**config.mk**
```make
export PLATFORM = sky130hd
export DESIGN_NAME = matrix_frame_capture_flat
export DESIGN_NICKNAME = d
export VERILOG_FILES = /design/src/rtl/matrix_frame_capture_if.sv /design/src/rtl/matrix_frame_capture.sv /design/src/flat_wrapper.sv
export SDC_FILE = /design/constraint.sdc
export NUM_CORES = 1
export LEC_CHECK = 0
export CORE_ASPECT_RATIO = 2
export CORE_MARGIN = 3
export CORE_UTILIZATION = 52
export CTS_CLUSTER_DIAMETER = 40
export CTS_CLUSTER_SIZE = 28
export DETAILED_ROUTE_END_ITERATION = 16
export GPL_ROUTABILITY_DRIVEN = 0
export PLACE_DENSITY = 0.7
export REMOVE_ABC_BUFFERS = 1
export SLEW_MARGIN = 0
export SYNTH_ARGS = -nofsm -noshare
export SYNTH_HDL_FRONTEND = slang
export SYNTH_SLANG_ARGS = --single-unit
```
**constraint.sdc**
```tcl
create_clock -name clk -period 38.6 [get_ports clk]
set_clock_uncertainty 0.05 [all_clocks]
set_input_delay 5.79 -clock clk [delete_from_list [all_inputs] [get_ports clk]]
set_output_delay 5.79 -clock clk [all_outputs]
set_load 0.03 [all_outputs]
```
**src/rtl/matrix_frame_capture_if.sv**
```systemverilog
// rtl/matrix_frame_capture_if.sv - serial LED-matrix link (row/column chains, latch, blank)
interface matrix_frame_capture_if;
   logic RCLK;
   logic RSDI;
   logic CCLK;
   logic CSDI;
   logic LE;
   logic OEB;

   modport master (output RCLK, RSDI, CCLK, CSDI, LE, OEB);
   modport slave  (input  RCLK, RSDI, CCLK, CSDI, LE, OEB);
endinterface

```
**src/rtl/matrix_frame_capture.sv**
```systemverilog
// rtl/matrix_frame_capture.sv - captures the LED-matrix serial link into a 16x16 frame buffer
module matrix_frame_capture #(
   parameter int WIDTH       = 16,
   parameter int SYNC_STAGES = 2,
   parameter int CNT_W       = 8
) (
   input  logic                       clk,
   input  logic                       reset,
   matrix_frame_capture_if.slave      link,
   input  logic                       err_clr,
   input  logic [$clog2(WIDTH)-1:0]   rd_row,
   output logic [WIDTH-1:0]           rd_data,
   output logic [WIDTH-1:0]           row_latch,
   output logic [WIDTH-1:0]           col_latch,
   output logic                       row_wr,
   output logic                       frame_done,
   output logic [CNT_W-1:0]           frame_count,
   output logic                       blank,
   output logic                       err_multi,
   output logic                       err_len
);
   localparam int          AW       = $clog2(WIDTH);
   localparam logic [4:0]  CNT_MAX  = 5'd31;
   localparam logic [4:0]  CNT_FULL = 5'(WIDTH);
   // bit order {OEB, LE, CSDI, CCLK, RSDI, RCLK}; OEB idles high so the display starts dark
   localparam logic [5:0]  SYNC_RST = 6'b100000;

   logic [5:0]       w_in;
   logic [5:0]       w_s;
   logic [5:0]       r_sync [SYNC_STAGES];
   logic [5:0]       r_prev;
   logic             w_rclk_rise;
   logic             w_cclk_rise;
   logic             w_le_rise;

   logic [WIDTH-1:0] r_row_sr;
   logic [WIDTH-1:0] r_col_sr;
   logic [4:0]       r_rcnt;
   logic [4:0]       r_ccnt;
   logic [WIDTH-1:0] r_row_latch;
   logic [WIDTH-1:0] r_col_latch;
   logic             r_dec;

   logic [AW-1:0]    w_idx;
   logic             w_nz;
   logic             w_multi;
   logic             w_wr;
   logic             w_len_bad;

   logic [WIDTH-1:0] r_frame [WIDTH];
   logic [WIDTH-1:0] r_rd_data;
   logic             r_row_wr;
   logic             r_frame_done;
   logic [CNT_W-1:0] r_frame_count;
   logic             r_err_multi;
   logic             r_err_len;

   assign w_in = {link.OEB, link.LE, link.CSDI, link.CCLK, link.RSDI, link.RCLK};
   assign w_s  = r_sync[SYNC_STAGES-1];

   always_ff @(posedge clk or posedge reset) begin
      if (reset) begin
         for (int i = 0; i < SYNC_STAGES; i++) r_sync[i] <= SYNC_RST;
         r_prev <= SYNC_RST;
      end else begin
         r_sync[0] <= w_in;
         for (int i = 1; i < SYNC_STAGES; i++) r_sync[i] <= r_sync[i-1];
         r_prev <= w_s;
      end
   end

   assign w_rclk_rise = w_s[0] & ~r_prev[0];
   assign w_cclk_rise = w_s[2] & ~r_prev[2];
   assign w_le_rise   = w_s[4] & ~r_prev[4];
   assign w_len_bad   = w_le_rise & ((r_rcnt != CNT_FULL) | (r_ccnt != CNT_FULL));

   // a shift coinciding with LE lands after the latch and starts the new count at 1
   always_ff @(posedge clk or posedge reset) begin
      if (reset) begin
         r_row_sr    <= '0;
         r_col_sr    <= '0;
         r_rcnt      <= '0;
         r_ccnt      <= '0;
         r_row_latch <= '0;
         r_col_latch <= '0;
         r_dec       <= 1'b0;
      end else begin
         if (w_rclk_rise) r_row_sr <= {r_row_sr[WIDTH-2:0], w_s[1]};
         if (w_cclk_rise) r_col_sr <= {r_col_sr[WIDTH-2:0], w_s[3]};
         if (w_le_rise) begin
            r_row_latch <= r_row_sr;
            r_col_latch <= r_col_sr;
            r_rcnt      <= w_rclk_rise ? 5'd1 : 5'd0;
            r_ccnt      <= w_cclk_rise ? 5'd1 : 5'd0;
         end else begin
            if (w_rclk_rise && r_rcnt != CNT_MAX) r_rcnt <= r_rcnt + 5'd1;
            if (w_cclk_rise && r_ccnt != CNT_MAX) r_ccnt <= r_ccnt + 5'd1;
         end
         r_dec <= w_le_rise;
      end
   end

   always_comb begin
      w_idx = '0;
      for (int k = 0; k < WIDTH; k++) begin
         if (r_row_latch[k]) w_idx = AW'(k);
      end
   end

   assign w_nz    = |r_row_latch;
   assign w_multi = |(r_row_latch & (r_row_latch - 1'b1));
   assign w_wr    = r_dec & w_nz & ~w_multi;

   always_ff @(posedge clk or posedge reset) begin
      if (reset) begin
         for (int i = 0; i < WIDTH; i++) r_frame[i] <= '0;
         r_rd_data     <= '0;
         r_row_wr      <= 1'b0;
         r_frame_done  <= 1'b0;
         r_frame_count <= '0;
      end else begin
         if (w_wr) r_frame[w_idx] <= r_col_latch;
         r_rd_data    <= r_frame[rd_row];
         r_row_wr     <= w_wr;
         r_frame_done <= w_wr && (w_idx == AW'(WIDTH-1));
         if (w_wr && (w_idx == AW'(WIDTH-1))) r_frame_count <= r_frame_count + 1'b1;
      end
   end

   always_ff @(posedge clk or posedge reset) begin
      if (reset) begin
         r_err_multi <= 1'b0;
         r_err_len   <= 1'b0;
      end else begin
         if (r_dec && w_multi) r_err_multi <= 1'b1;
         else if (err_clr)     r_err_multi <= 1'b0;
         if (w_len_bad)        r_err_len   <= 1'b1;
         else if (err_clr)     r_err_len   <= 1'b0;
      end
   end

   assign rd_data     = r_rd_data;
   assign row_latch   = r_row_latch;
   assign col_latch   = r_col_latch;
   assign row_wr      = r_row_wr;
   assign frame_done  = r_frame_done;
   assign frame_count = r_frame_count;
   assign blank       = w_s[5];
   assign err_multi   = r_err_multi;
   assign err_len     = r_err_len;
endmodule
```
**src/flat_wrapper.sv**
```systemverilog
// flat-port wrapper written by rule: the top's interface ports become plain ports
module matrix_frame_capture_flat 
#(
   parameter int WIDTH       = 16,
   parameter int SYNC_STAGES = 2,
   parameter int CNT_W       = 8
)
  (clk, reset, err_clr, rd_row, rd_data, row_latch, col_latch, row_wr, frame_done, frame_count, blank, err_multi, err_len, link_RCLK, link_RSDI, link_CCLK, link_CSDI, link_LE, link_OEB);
  matrix_frame_capture_if link_i ();
  input  logic clk;
  input  logic reset;
  input  logic err_clr;
  input  logic [$clog2(WIDTH)-1:0] rd_row;
  output logic [WIDTH-1:0] rd_data;
  output logic [WIDTH-1:0] row_latch;
  output logic [WIDTH-1:0] col_latch;
  output logic row_wr;
  output logic frame_done;
  output logic [CNT_W-1:0] frame_count;
  output logic blank;
  output logic err_multi;
  output logic err_len;
  input wire logic [$bits(link_i.RCLK)-1:0] link_RCLK;
  input wire logic [$bits(link_i.RSDI)-1:0] link_RSDI;
  input wire logic [$bits(link_i.CCLK)-1:0] link_CCLK;
  input wire logic [$bits(link_i.CSDI)-1:0] link_CSDI;
  input wire logic [$bits(link_i.LE)-1:0] link_LE;
  input wire logic [$bits(link_i.OEB)-1:0] link_OEB;
  assign link_i.RCLK = link_RCLK;
  assign link_i.RSDI = link_RSDI;
  assign link_i.CCLK = link_CCLK;
  assign link_i.CSDI = link_CSDI;
  assign link_i.LE = link_LE;
  assign link_i.OEB = link_OEB;
  matrix_frame_capture #(.WIDTH(WIDTH), .SYNC_STAGES(SYNC_STAGES), .CNT_W(CNT_W)) u_core (.clk(clk), .reset(reset), .link(link_i), .err_clr(err_clr), .rd_row(rd_row), .rd_data(rd_data), .row_latch(row_latch), .col_latch(col_latch), .row_wr(row_wr), .frame_done(frame_done), .frame_count(frame_count), .blank(blank), .err_multi(err_multi), .err_len(err_len));
endmodule
```
==> out/results.ini <==
[layout]
drive_gt1_share_pct = 45.4
n_antenna_cell = 0
final_nets = 1091
multi_input_area_um2 = 6470
syn_to_final_growth_pct = 14.1
register_area_um2 = 9360
final_core_util_pct = 60.5
fillers = 2322

[place]
dp_hpwl_um = 19700
io_buffers = 73

[sta]
min_period_ns = 8.27
tightest_slew_ns = 1.02
hold_viol = 0
relSlewSlack_pct = 31.8
setup_viol = 0
drv_slew = 0
fin_tns_setup_ns = 0
post-route-period-util_pct = 21.4
fmax_ghz = 0.121
holdWs_ns = 0.300
rsz0062_at_grt = no

[grt]
grt_max_degree = 181
grt_pass1_wl_um = 54200
busiest_layer = met2
grt_use_met3_pct = 2.97
antenna_found_initial = 1
grt_use_met2_pct = 37.6
grt_usage_pct = 21.5
grt_pass1_vias = 9305
grt_overflow = 0
gr-usage-met1_pct = 27.3

[drt]
antenna_left = 0
drt_iter0_drc = 485
dr.pass1.iters = 4
vias = 8705
drt-vias-per-instance = 5.95
routedWlPerCell_um = 23.2
drc_errors = 0
wl_um = 33900

[hold_path]
hold_class = reg2reg

[run_status]
outcome = finished clean

[die]
die_h_um = 255
initial_utilization_pct = 53.0
fp.dieArea_um2 = 33300
rows = 90
die_x_um = 131
io_pins = 74
coreArea_um2 = 30400

[cts]
clk_pin_slew_ns = 0.07
clk-insertion-delay-late_ns = 0.52
ctsResizeCount = 0
cts_hold_buf = 0
cts-root-buf = clkbuf_16
cts_made_buffers = 34
cts_tree = done
clock_path_buffers = 3
cts_setup_buffers = 0
cts_sinks = 374
cts.htree.levels = 2

[synth]
synth_cell_types = 46
synth_ff_type = dfrtp_1
async_flop_share_pct = 100
seq_area_frac_synth_pct = 58.0
syn-mean-instance-area_um2 = 16.0
synth-edff-count = 0
synth-seq-cells = 374
syn-cell-area_um2 = 16100
synth_warnings = 0
syn_inst = 1011

[critical_path]
path_class = in2async
cp.required_ns = 39.04
start_kind = primary input
crit_path_end_kind = async pin
arrival_ns = 8.71
cp_max_fo = 180

[job]
cap_violations = 0

[power]
max-vdd-ir-drop_v = 0.0000476
clkPwrFrac_pct = 32.3
combPwrFrac_pct = 19.2
p_int_uw = 745
power_switching_uw = 330
p_seq_share_pct = 48.5
swShare_pct = 30.7
power_density_nw_per_um2 = 58.4
power.leakage_uw = 0.00865

through the flow:
| stage | setup WS [ns] | area, um2 | total power (uW) | cells |
|---|---|---|---|---|
| after floorplan | 22.38 | 15800 | 648 | 941 |
| after global placement | 29.70 | 17300 | 731 | 1403 |
| after detailed placement | 29.65 | 17300 | 736 | 1403 |
| after CTS | 30.22 | 18400 | 1090 | 1462 |
| after global routing | 29.86 | 18400 | 1130 | 1462 |
| final | 30.33 | 18400 | 1080 | 1462 |
final cells by class:
type / instances / share of cell area, %
Timing Repair Buffer: 94 / 4.85
Clock buffer: 41 / 5.10
Tap cell: 368 / 2.50
Multi-Input combinational cell: 550 / 35.2
Sequential cell: 374 / 50.9
Inverter: 17 / 0.387
Clock inverter: 18 / 1.14
worst paths after layout:
| kind | to | cells after the start | startpoint | slack [ns] |
|---|---|---|---|---|
| worst max-delay path | u_core.r_frame[3] | 4 | reset | 30.33 |
| worst min-delay path | u_core.w_s[0] | 0 | u_core.r_sync[6] | 0.30 |
| worst max register to register | u_core.r_frame[198] | 5 | u_core.row_latch[1] | 35.14 |
| worst min register to register | u_core.w_s[0] | 0 | u_core.r_sync[6] | 0.30 |
| max in group clk | col_latch[10] | 1 | u_core.col_latch[10] | 30.74 |
| min in group asynchronous | u_core.r_sync[6] | 2 | reset | 5.76 |
synthesized netlist by cell type, types with 2 or more instances:
library cell	n	area, um2
a211oi_1	2	15.0
a21oi_1	8	40.0
a22oi_1	3	22.5
and3_1	3	18.8
buf_1	11	41.3
buf_2	13	65.1
clkbuf_1	45	169
dfrtp_1	372	9310
dfstp_2	2	52.6
ha_1	7	87.6
inv_1	17	63.8
mux2_2	307	3460
mux2_4	10	150
mux4_2	80	1800
nand2_1	19	71.3
nand2b_1	4	25.0
nand3_1	6	30.0
nand4_1	9	56.3
nor2_1	19	71.3
nor2b_1	3	18.8
nor3_1	3	15.0
nor3_2	4	40.0
nor4_1	10	62.6
o21a_1	2	15.0
o21ai_0	15	75.1
o21bai_1	2	15.0
o31ai_1	3	22.5
or2_2	3	18.8
or4_1	3	22.5
xnor2_1	4	35.0
xor2_1	7	61.3
power groups by stage:
stage / clock network, uW / registers (uW) / logic (uW)
final: 348 / 521 / 206
after CTS: 357 / 522 / 208
after global routing: 372 / 533 / 224
after global placement: 0 / 527 / 204
after detailed placement: 0 / 529 / 207
after floorplan: 0 / 533 / 115
cells in the final DEF, fill, tap and decap left out, types with 8 or more instances in the layout:
cell type	instances
a21oi_1	8
buf_4	21
inv_6	8
clkdlybuf4s50_1	71
mux2_4	10
mux2_2	307
inv_1	16
o21ai_0	15
nand2_1	19
mux4_2	80
nor4_1	10
nand4_1	9
clkbuf_16	35
dfrtp_1	372
nor2_1	18
critical path, stage by stage:
cell	delay [ns]
clkdlybuf4s50_1	0.49
inv_8	0.56
buf_12	0.68
buf_4	0.91
logic make-up (layout without fill, tap and decap cells):
logic type | count (synthesis) | after routing | synth area share [%]
xor gates and xnor gates | 11 | 11 | 0.597
muxes | 397 | 397 | 33.5
adders and majority gates | 7 | 7 | 0.543
buffers and inverters | 87 | 170 | 2.17
and+or+nand+nor | 92 | 92 | 3.33
DFF | 374 | 374 | 58.0
AOI/OAI and AO/OA | 43 | 43 | 1.77
per-layer routing:
| metal | wire length [um] | vias up |
|---|---|---|
| met2 | 18600 | 149 |
| li1 | - | 3846 |
| met1 | 13100 | 4638 |
| met5 | 12 | - |
| met3 | 1010 | 70 |
| met4 | 1150 | 2 |
state kept, by name (all words and copies together) (netlist names), 3 cells and up:
register	count
u_core.r_prev	3
u_core.r_col_sr	16
u_core.r_row_sr	16
u_core.r_frame	256
u_core.frame_count	8
u_core.r_rcnt	5
u_core.r_ccnt	5
u_core.row_latch	16
u_core.w_s	6
u_core.r_sync	6
u_core.col_latch	16
u_core.rd_data	16
Power figures use the tool's default switching activity.
